$ cat src/rtl/dac_output_stage.sv
// DAC output stage: triggered start with programmable skew, 2-entry skid FIFO,
// and a continuous output stream that pads with zero words when starved.
//
// state | meaning
// ------+------------------------------------------------------------
// IDLE  | waiting for a trigger rising edge; output zeros, accept nothing
// DELAY | counting down the start skew; output zeros, accept nothing
// RUN   | streaming; FIFO head or zero (underrun) loaded on each DAC ready
module dac_output_stage #(
  parameter int DELAY_W = 8,
  parameter int UCNT_W  = 16
) (
  input  logic               pl_clk,
  input  logic               rst,
  input  logic               trigger,
  input  logic [DELAY_W-1:0] delay_cycles,
  input  logic [255:0]       s_axis_tdata,
  input  logic               s_axis_tvalid,
  output logic               s_axis_tready,
  output logic [255:0]       m_axis_tdata,
  output logic               m_axis_tvalid,
  input  logic               m_axis_tready,
  output logic               running,
  output logic [UCNT_W-1:0]  underrun_count,
  output logic               underrun_flag
);

  localparam logic [1:0] IDLE  = 2'd0;
  localparam logic [1:0] DELAY = 2'd1;
  localparam logic [1:0] RUN   = 2'd2;

  logic [1:0]         state, state_nxt;
  logic [DELAY_W-1:0] cnt, cnt_nxt;
  logic               trig_q;
  logic [1:0]         fill;
  logic [255:0]       fifo0, fifo1;

  logic trig_rise, trig_fall, in_run, accept, pop, bypass, push, underrun, flush;

  assign trig_rise = trigger & ~trig_q;
  assign trig_fall = ~trigger & trig_q;
  assign in_run    = (state == RUN);

  // Gating with rst keeps the upstream stalled during the reset cycle itself.
  assign s_axis_tready = in_run & trigger & (fill != 2'd2) & ~rst;
  assign accept        = s_axis_tvalid & s_axis_tready;
  assign pop           = m_axis_tready & in_run & (fill != 2'd0);
  assign bypass        = m_axis_tready & in_run & (fill == 2'd0) & accept;
  assign push          = accept & ~bypass;
  assign underrun      = m_axis_tready & in_run & (fill == 2'd0) & ~accept;
  assign flush         = trig_fall & (state != IDLE);
  assign running       = in_run;

  always_comb begin
    state_nxt = state;
    cnt_nxt   = cnt;
    case (state)
      IDLE: begin
        if (trig_rise) begin
          if (delay_cycles == '0) begin
            state_nxt = RUN;
          end else begin
            state_nxt = DELAY;
            cnt_nxt   = delay_cycles;
          end
        end
      end
      DELAY: begin
        cnt_nxt = cnt - DELAY_W'(1);
        if (trig_fall) begin
          state_nxt = IDLE;
          cnt_nxt   = '0;
        end else if (cnt == DELAY_W'(1)) begin
          state_nxt = RUN;
        end
      end
      RUN: begin
        if (trig_fall) state_nxt = IDLE;
      end
      default: state_nxt = IDLE;
    endcase
  end

  always_ff @(posedge pl_clk) begin
    if (rst) begin
      state          <= IDLE;
      cnt            <= '0;
      trig_q         <= 1'b0;
      fill           <= 2'd0;
      fifo0          <= '0;
      fifo1          <= '0;
      m_axis_tdata   <= '0;
      m_axis_tvalid  <= 1'b0;
      underrun_count <= '0;
      underrun_flag  <= 1'b0;
    end else begin
      state         <= state_nxt;
      cnt           <= cnt_nxt;
      trig_q        <= trigger;
      m_axis_tvalid <= 1'b1;

      if (m_axis_tready) begin
        if (pop)         m_axis_tdata <= fifo0;
        else if (bypass) m_axis_tdata <= s_axis_tdata;
        else             m_axis_tdata <= '0;
      end

      // Shift-register FIFO: fifo0 is always the head.
      if (flush) begin
        fill <= 2'd0;
      end else begin
        case ({push, pop})
          2'b10: begin
            if (fill == 2'd0) fifo0 <= s_axis_tdata;
            else              fifo1 <= s_axis_tdata;
            fill <= fill + 2'd1;
          end
          2'b01: begin
            fifo0 <= fifo1;
            fill  <= fill - 2'd1;
          end
          2'b11: begin
            if (fill == 2'd1) fifo0 <= s_axis_tdata;
            else begin
              fifo0 <= fifo1;
              fifo1 <= s_axis_tdata;
            end
          end
          default: ;
        endcase
      end

      if (trig_rise) begin
        underrun_count <= '0;
        underrun_flag  <= 1'b0;
      end else if (underrun) begin
        if (~&underrun_count) underrun_count <= underrun_count + UCNT_W'(1);
        underrun_flag <= 1'b1;
      end
    end
  end

endmodule

$ cat config.mk
export PLATFORM = sky130hd
export DESIGN_NAME = dac_output_stage
export DESIGN_NICKNAME = d
export VERILOG_FILES = /design/src/rtl/dac_output_stage.sv
export SDC_FILE = /design/constraint.sdc
export NUM_CORES = 2
export LEC_CHECK = 0
export ABC_AREA = 0
export ABC_CLOCK_PERIOD_IN_PS = 3710
export BUFFER_PORTS_ARGS = -buffer_cell sky130_fd_sc_hd__buf_2
export CAP_MARGIN = 20
export CORE_ASPECT_RATIO = 0.75
export CORE_UTILIZATION = 57
export DETAILED_ROUTE_END_ITERATION = 6
export PLACE_DENSITY = 0.79
export REMOVE_ABC_BUFFERS = 1
export SLEW_MARGIN = 20
export SYNTH_ARGS = -nofsm -noshare
export SYNTH_HDL_FRONTEND = slang
export SYNTH_SLANG_ARGS = --single-unit
export TNS_END_PERCENT = 10
$ cat constraint.sdc
create_clock -name pl_clk -period 3.71 [get_ports pl_clk]
set_input_delay 0.371 -clock pl_clk [delete_from_list [all_inputs] [get_ports pl_clk]]
set_output_delay 0.371 -clock pl_clk [all_outputs]
set_load 0.005 [all_outputs]
# After elaboration in Yosys (flattened, before gate mapping)
# Cells that the tools add are included.
# totals
regBits	799
input_bits	269
out_inout_bits	276
# op_classes
addsub	4
n_eq_ne	15
n_mux	20
bitwise_logic	20
n_reduce_logical	17
# ops
operator	count
$mux 256	6
$pmux 256 s3	1
$pmux 256 s2	1
$mux 8	3
$add 16x1->16 const B	1
$pmux 8 s2	1
$reduce_and 16->1	1
$ne 2x2->1 const B	7
$and 1x1->1	13
$mux 2	5
$reduce_bool 2->1	5
$reduce_and 3->1	3
$eq 8x1->1 const B	1
$logic_not 8->1	1
$sub 8x1->8 const B	1
$not 1->1	7
$eq 2x1->1 const B	3
$eq 2x2->1 const B	3
$pmux 2 s3	1
$logic_not 2->1	2
$pmux 2 s2	1
$reduce_and 4->1	1
$reduce_or 2->1	2
$ne 3x3->1 const B	1
5 further kinds	5

# Longest topological paths before layout
# logic_depth
ltp_word	11
depth_mapped	13
ltp_nobuf	10

# Worst setup path after synthesis
# No wires, ideal clock.
# synth_timing
path_type	reg-to-reg
startpoint	reg fill[0]
endpoint	reg fifo1[235]
setup_ns	0.070
arrival_time_ns	2.559
setup_slack_ns	1.081
stages_incl_launch_ff	13
path_buffers	3
path_cell_list	dfxtp_1 > inv_1 > ha_1 > nand3b_2 > inv_2 > clkbuf_1 > ha_1 > nand2_1 > o211ai_1 > clkbuf_1 > clkbuf_1 > o21ai_1 > a21oi_1
# synth_between
elab_chain_cells	10
# synth_rtl
element	line_no	rtl
from (decl)	35	logic [1:0] fill;
from (signal assigned)	116	fill <= fill + 2'd1;
from (signal assigned)	120	fill <= fill - 2'd1;
$ne 2x2->1	45	assign s_axis_tready = in_run & trigger & (fill != 2'd2) & ~rst;
$and 1x1->1 (2 in a row)	45	
$and 1x1->1	46	assign accept = s_axis_tvalid & s_axis_tready;
$and 1x1->1	48	assign bypass = m_axis_tready & in_run & (fill == 2'd0) & accept;
$not 1->1	49	assign push = accept & ~bypass;
$and 1x1->1	49	
$eq 2x2->1	112	case ({push, pop})
$ne 2x2->1 (no source line) / $reduce_bool 2->1 (equally long branches)	-	
$reduce_and 4->1 (no source line)	-	
to (signal assigned)	115	else fifo1 <= s_axis_tdata;
to (signal assigned)	126	fifo1 <= s_axis_tdata;
to (decl)	36	logic [255:0] fifo0, fifo1;
# Several ways; a longest one is shown, not always the timed one.
# A chain may end at the register's enable or synchronous reset.

# Final worst setup path
# layout_timing
startpoint	reg state[1]
endpoint	reg fifo0[55]
# layout_between
elab_chain_cells	11
# layout_rtl
element	line_no	rtl
from (decl)	32	logic [1:0] state, state_nxt;
from (signal assigned)	97	state <= state_nxt;
$eq 2x2->1	42	assign in_run = (state == RUN);
$and 1x1->1 (3 in a row)	45	
$and 1x1->1	46	
$and 1x1->1	48	
$not 1->1	49	
$and 1x1->1	49	
$eq 2x2->1 / $eq 2x1->1 (equally long branches)	112	
$ne 2x2->1 (no source line) / $reduce_bool 3->1 (equally long branches)	-	
$reduce_and 3->1 (no source line)	-	
to (signal assigned)	114	if (fill == 2'd0) fifo0 <= s_axis_tdata;
to (signal assigned)	119	fifo0 <= fifo1;
to (signal assigned)	123	if (fill == 2'd1) fifo0 <= s_axis_tdata;
to (decl)	36	
# Several ways; a longest one is shown, not always the timed one.

==> results.md <==
- Outcome: finished clean
- Seq/Total Area, Yosys: 46.5%
- Reg2reg setup slack: 690 ps
- Post-synth cell types: 59
- Final Max Slew Viols: 0
- Dominant cell type by area after synthesis: dfxtp_1
- Pin count of the biggest net entering global routing: 211
- Synth top area cells: dfxtp_1 (46%), a22oi_1 (11%), a211oi_2 (8.7%)
- CTS tree: done
- Overflow after GRT: 0
- Clock network fraction of total power: 42.5%
- Crit path max fanout: 121
- Hold path startpoint: s_axis_tdata[166]
- Yosys Warn Count: 0
- Hold-critical path depth: 3
- Vias: 32,000
- Critical path type: register to register
- Final net count: 4,269
- CTS resizes: 0
- Total GRT Usage: 32.3%
- Die Area: 0.0613 mm2
- Per-cell routed wire length: 21.5 um
- DPL Wire Length: 59,200 um
- Vias in the first global route: 30,100
- Reg2reg start: state[1]
- First-pass GRT wire length: 165,000 um
- Period minus WS final: 3020 ps
- Leakage: 13.6 nW
- NetSw: 0.00465 W
- Vias per std cell: 6.61
- Sw Share: 24.7%
- Most common cell in the netlist: dfxtp_1
- Slew @ Worst Pin: 1150 ps
- Drt first pass iters: 6
- Layout cells sized above 1: 24.0%
- WHS Endpoint: fifo1[166]
- Most used DFF post-synth: dfxtp_1
- Antenna Nets Post-Route: 0
- Initial Utilization: 58.1%
- Initial antenna violation count: 11
- Die Span X: 286 um
- H-tree levels: 3
- # port buffers: 544
- Total CTS buffers: 77
- Logic pwr share: 9.3%
- Worst hold path class: input pin to register
- Final clock skew: 19.3 ps
- Clock Sinks: 799
- Fin worst setup slack: 691 ps
- Layout area overhead: 15.4%
- R2R Path End: fifo0[55]
- Post-synth EDFFs: 0
- Peak supply drop: 0.378 mV
- I/O Pins: 545
- Syn avg cell area: 9.13 um2
- Cells after synthesis: 3,767
- Design Area, Final: 0.0397 mm2
- Synthesized flop and latch total: 799
- Core footprint: 0.0593 mm2
- Std-Cell Rows: 77
- Final Wtd Congestion: 0.881
- Reg clk slew, reported paths: 60 ps
- Root Buffer: clkbuf_16
- Core Util, Final: 67.0%
- Cell Pwr Density: 474 mW/mm2
- Max_cap viols: 0
- Setup Buffers After CTS: 0
- Place WS: 591 ps
- # setup viols final: 0
- Worst setup SP type: register
- Post-route clock period utilization: 81.4%
- Final WL: 104,000 um
- Async SR Flop Fraction: 0%
- FF-to-FF path depth: 9
- DRC Markers: 0
- Worst endpoint required time: 4150 ps
- Worst Path Arrival: 3460 ps
- Initial DRC count: 3,942
- Flop pwr share: 48.1%
- Max Root-Sink Buffers: 3
- Pint: 0.0142 W
- Post-DP Area: 0.0370 mm2
- Die H: 215 um
- Later-pin clock latency in the skew report: 610 ps
- Synth top cells by count: dfxtp_1 (799), a21oi_1 (525), a22oi_1 (517), clkbuf_1 (295), a211oi_1 (280)
- CP endpoint kind: register
- FMAX: 331 MHz
- Share of the synthesized area in the top cell type: 46.5%
- RSZ-0062 raised after global routing: false
- Setup TNS: 0 ps
- Relative slew margins: 23.1%
- Final Hold Viols: 0
- Mapped Area: 0.0344 mm2
- Total power: 0.0188 W
[cell type report]
| type | instances | area, um2 |
|---|---|---|
| diodes | 8 | 20.0 |
| clock buffers | 116 | 2260 |
| clock inverters | 22 | 299 |
| fillers | 4733 | 19500 |
| inverters | 10 | 45.0 |
| multi-input cells | 2494 | 16300 |
| flip-flops and latches | 799 | 16000 |
| well taps | 790 | 988 |
| repair buffers | 609 | 3760 |
[power groups by stage]
stage / registers (W) / logic (W) / clock network (W)
6_report: 0.00905 / 0.00176 / 0.00800
5_1_grt: 0.00908 / 0.00190 / 0.00842
3_5_place_dp: 0.00923 / 0.00172 / 0
4_1_cts: 0.00905 / 0.00173 / 0.00806
2_1_floorplan: 0.00921 / 0.000836 / 0
3_3_place_gp: 0.00923 / 0.00169 / 0
[worst max-delay path, stage by stage, from the launching register on]
cell and delay (ps):
dfxtp_1 600, nand2b_4 120, inv_2 130, nand3b_2 160, inv_8 120, buf_12 400
nand2_8 510, buf_12 360, a22oi_1 270, a211oi_2 110
[timing repair]
action,in CTS,in global routing
hold endpoints to repair,9,0
setup endpoints to repair,0,0
hold buffers,9,0
[cell usage in the layout, fill, tap and decap left out, types with 6 or more instances in the layout]
cell type	instances
dfxtp_1	799
buf_2	542
a21oi_1	525
a22oi_1	517
a211oi_1	280
nand3_1	265
nor2_1	265
a211oi_2	240
o21ai_0	228
clkbuf_16	79
buf_12	40
o21ai_1	31
nand2_1	29
clkbuf_1	23
buf_4	15
clkbuf_8	14
mux2i_1	10
clkinv_2	10
or3_1	9
ha_1	9
dlygate4sd3_1	9
diode_2	8
inv_1	8
nor4_1	7
and3_1	6
or4_1	6
nor3_1	6
bufinv_16	6
[per-stage QoR]
| stage | cells | hold slack, ps |
|---|---|---|
| 2_1_floorplan | 3303 | 436 |
| 3_3_place_gp | 4693 | 447 |
| 3_5_place_dp | 4693 | 465 |
| 4_1_cts | 4840 | 0.709 |
| 5_1_grt | 4847 | 19.8 |
| 6_report | 4848 | 31.3 |
[how the worst max path moves through the flow]
| stage | startpoint | endpoint | slack [ps] | cells after the start |
|---|---|---|---|---|
| final | state[1] | fifo0[55] | 690 | 9 |
| after global routing | state[1] | fifo0[24] | 450 | 9 |
| after CTS | state[1] | fifo0[55] | 610 | 9 |
| after detailed placement | rst | fifo0[253] | 590 | 10 |
| after global placement | rst | fifo0[72] | 650 | 10 |
| after floorplan | fill[0] | fifo0[0] | -9740 | 6 |
[cells by family after synthesis]
group	Yosys count	synth area share (%)
compound gates	1852	38.3
buf+inv	474	6.15
xor+xnor	2	0.0509
simple gates	621	8.35
mux	10	0.291
fa+ha+maj	9	0.327
flops	799	46.5
[state kept, by name (all words and copies together), names as in the netlist]
name	flops
cnt	8
fifo0	256
trig_q	1
underrun_count	16
underrun_flag	1
m_axis_tdata	256
fifo1	256
state	2
fill	2
m_axis_tvalid	1
[routing by layer]
layer  share of wire (%)  vias up  global-route usage, %
li1                    -    14800                      -
met1                  42    15300                   46.0
met2                  46     1712                   48.9
met3                 8.5      212                   5.10
met4                 3.2        8                   13.1
met5               0.052        -                      0
(Power assumes the default switching activity.)
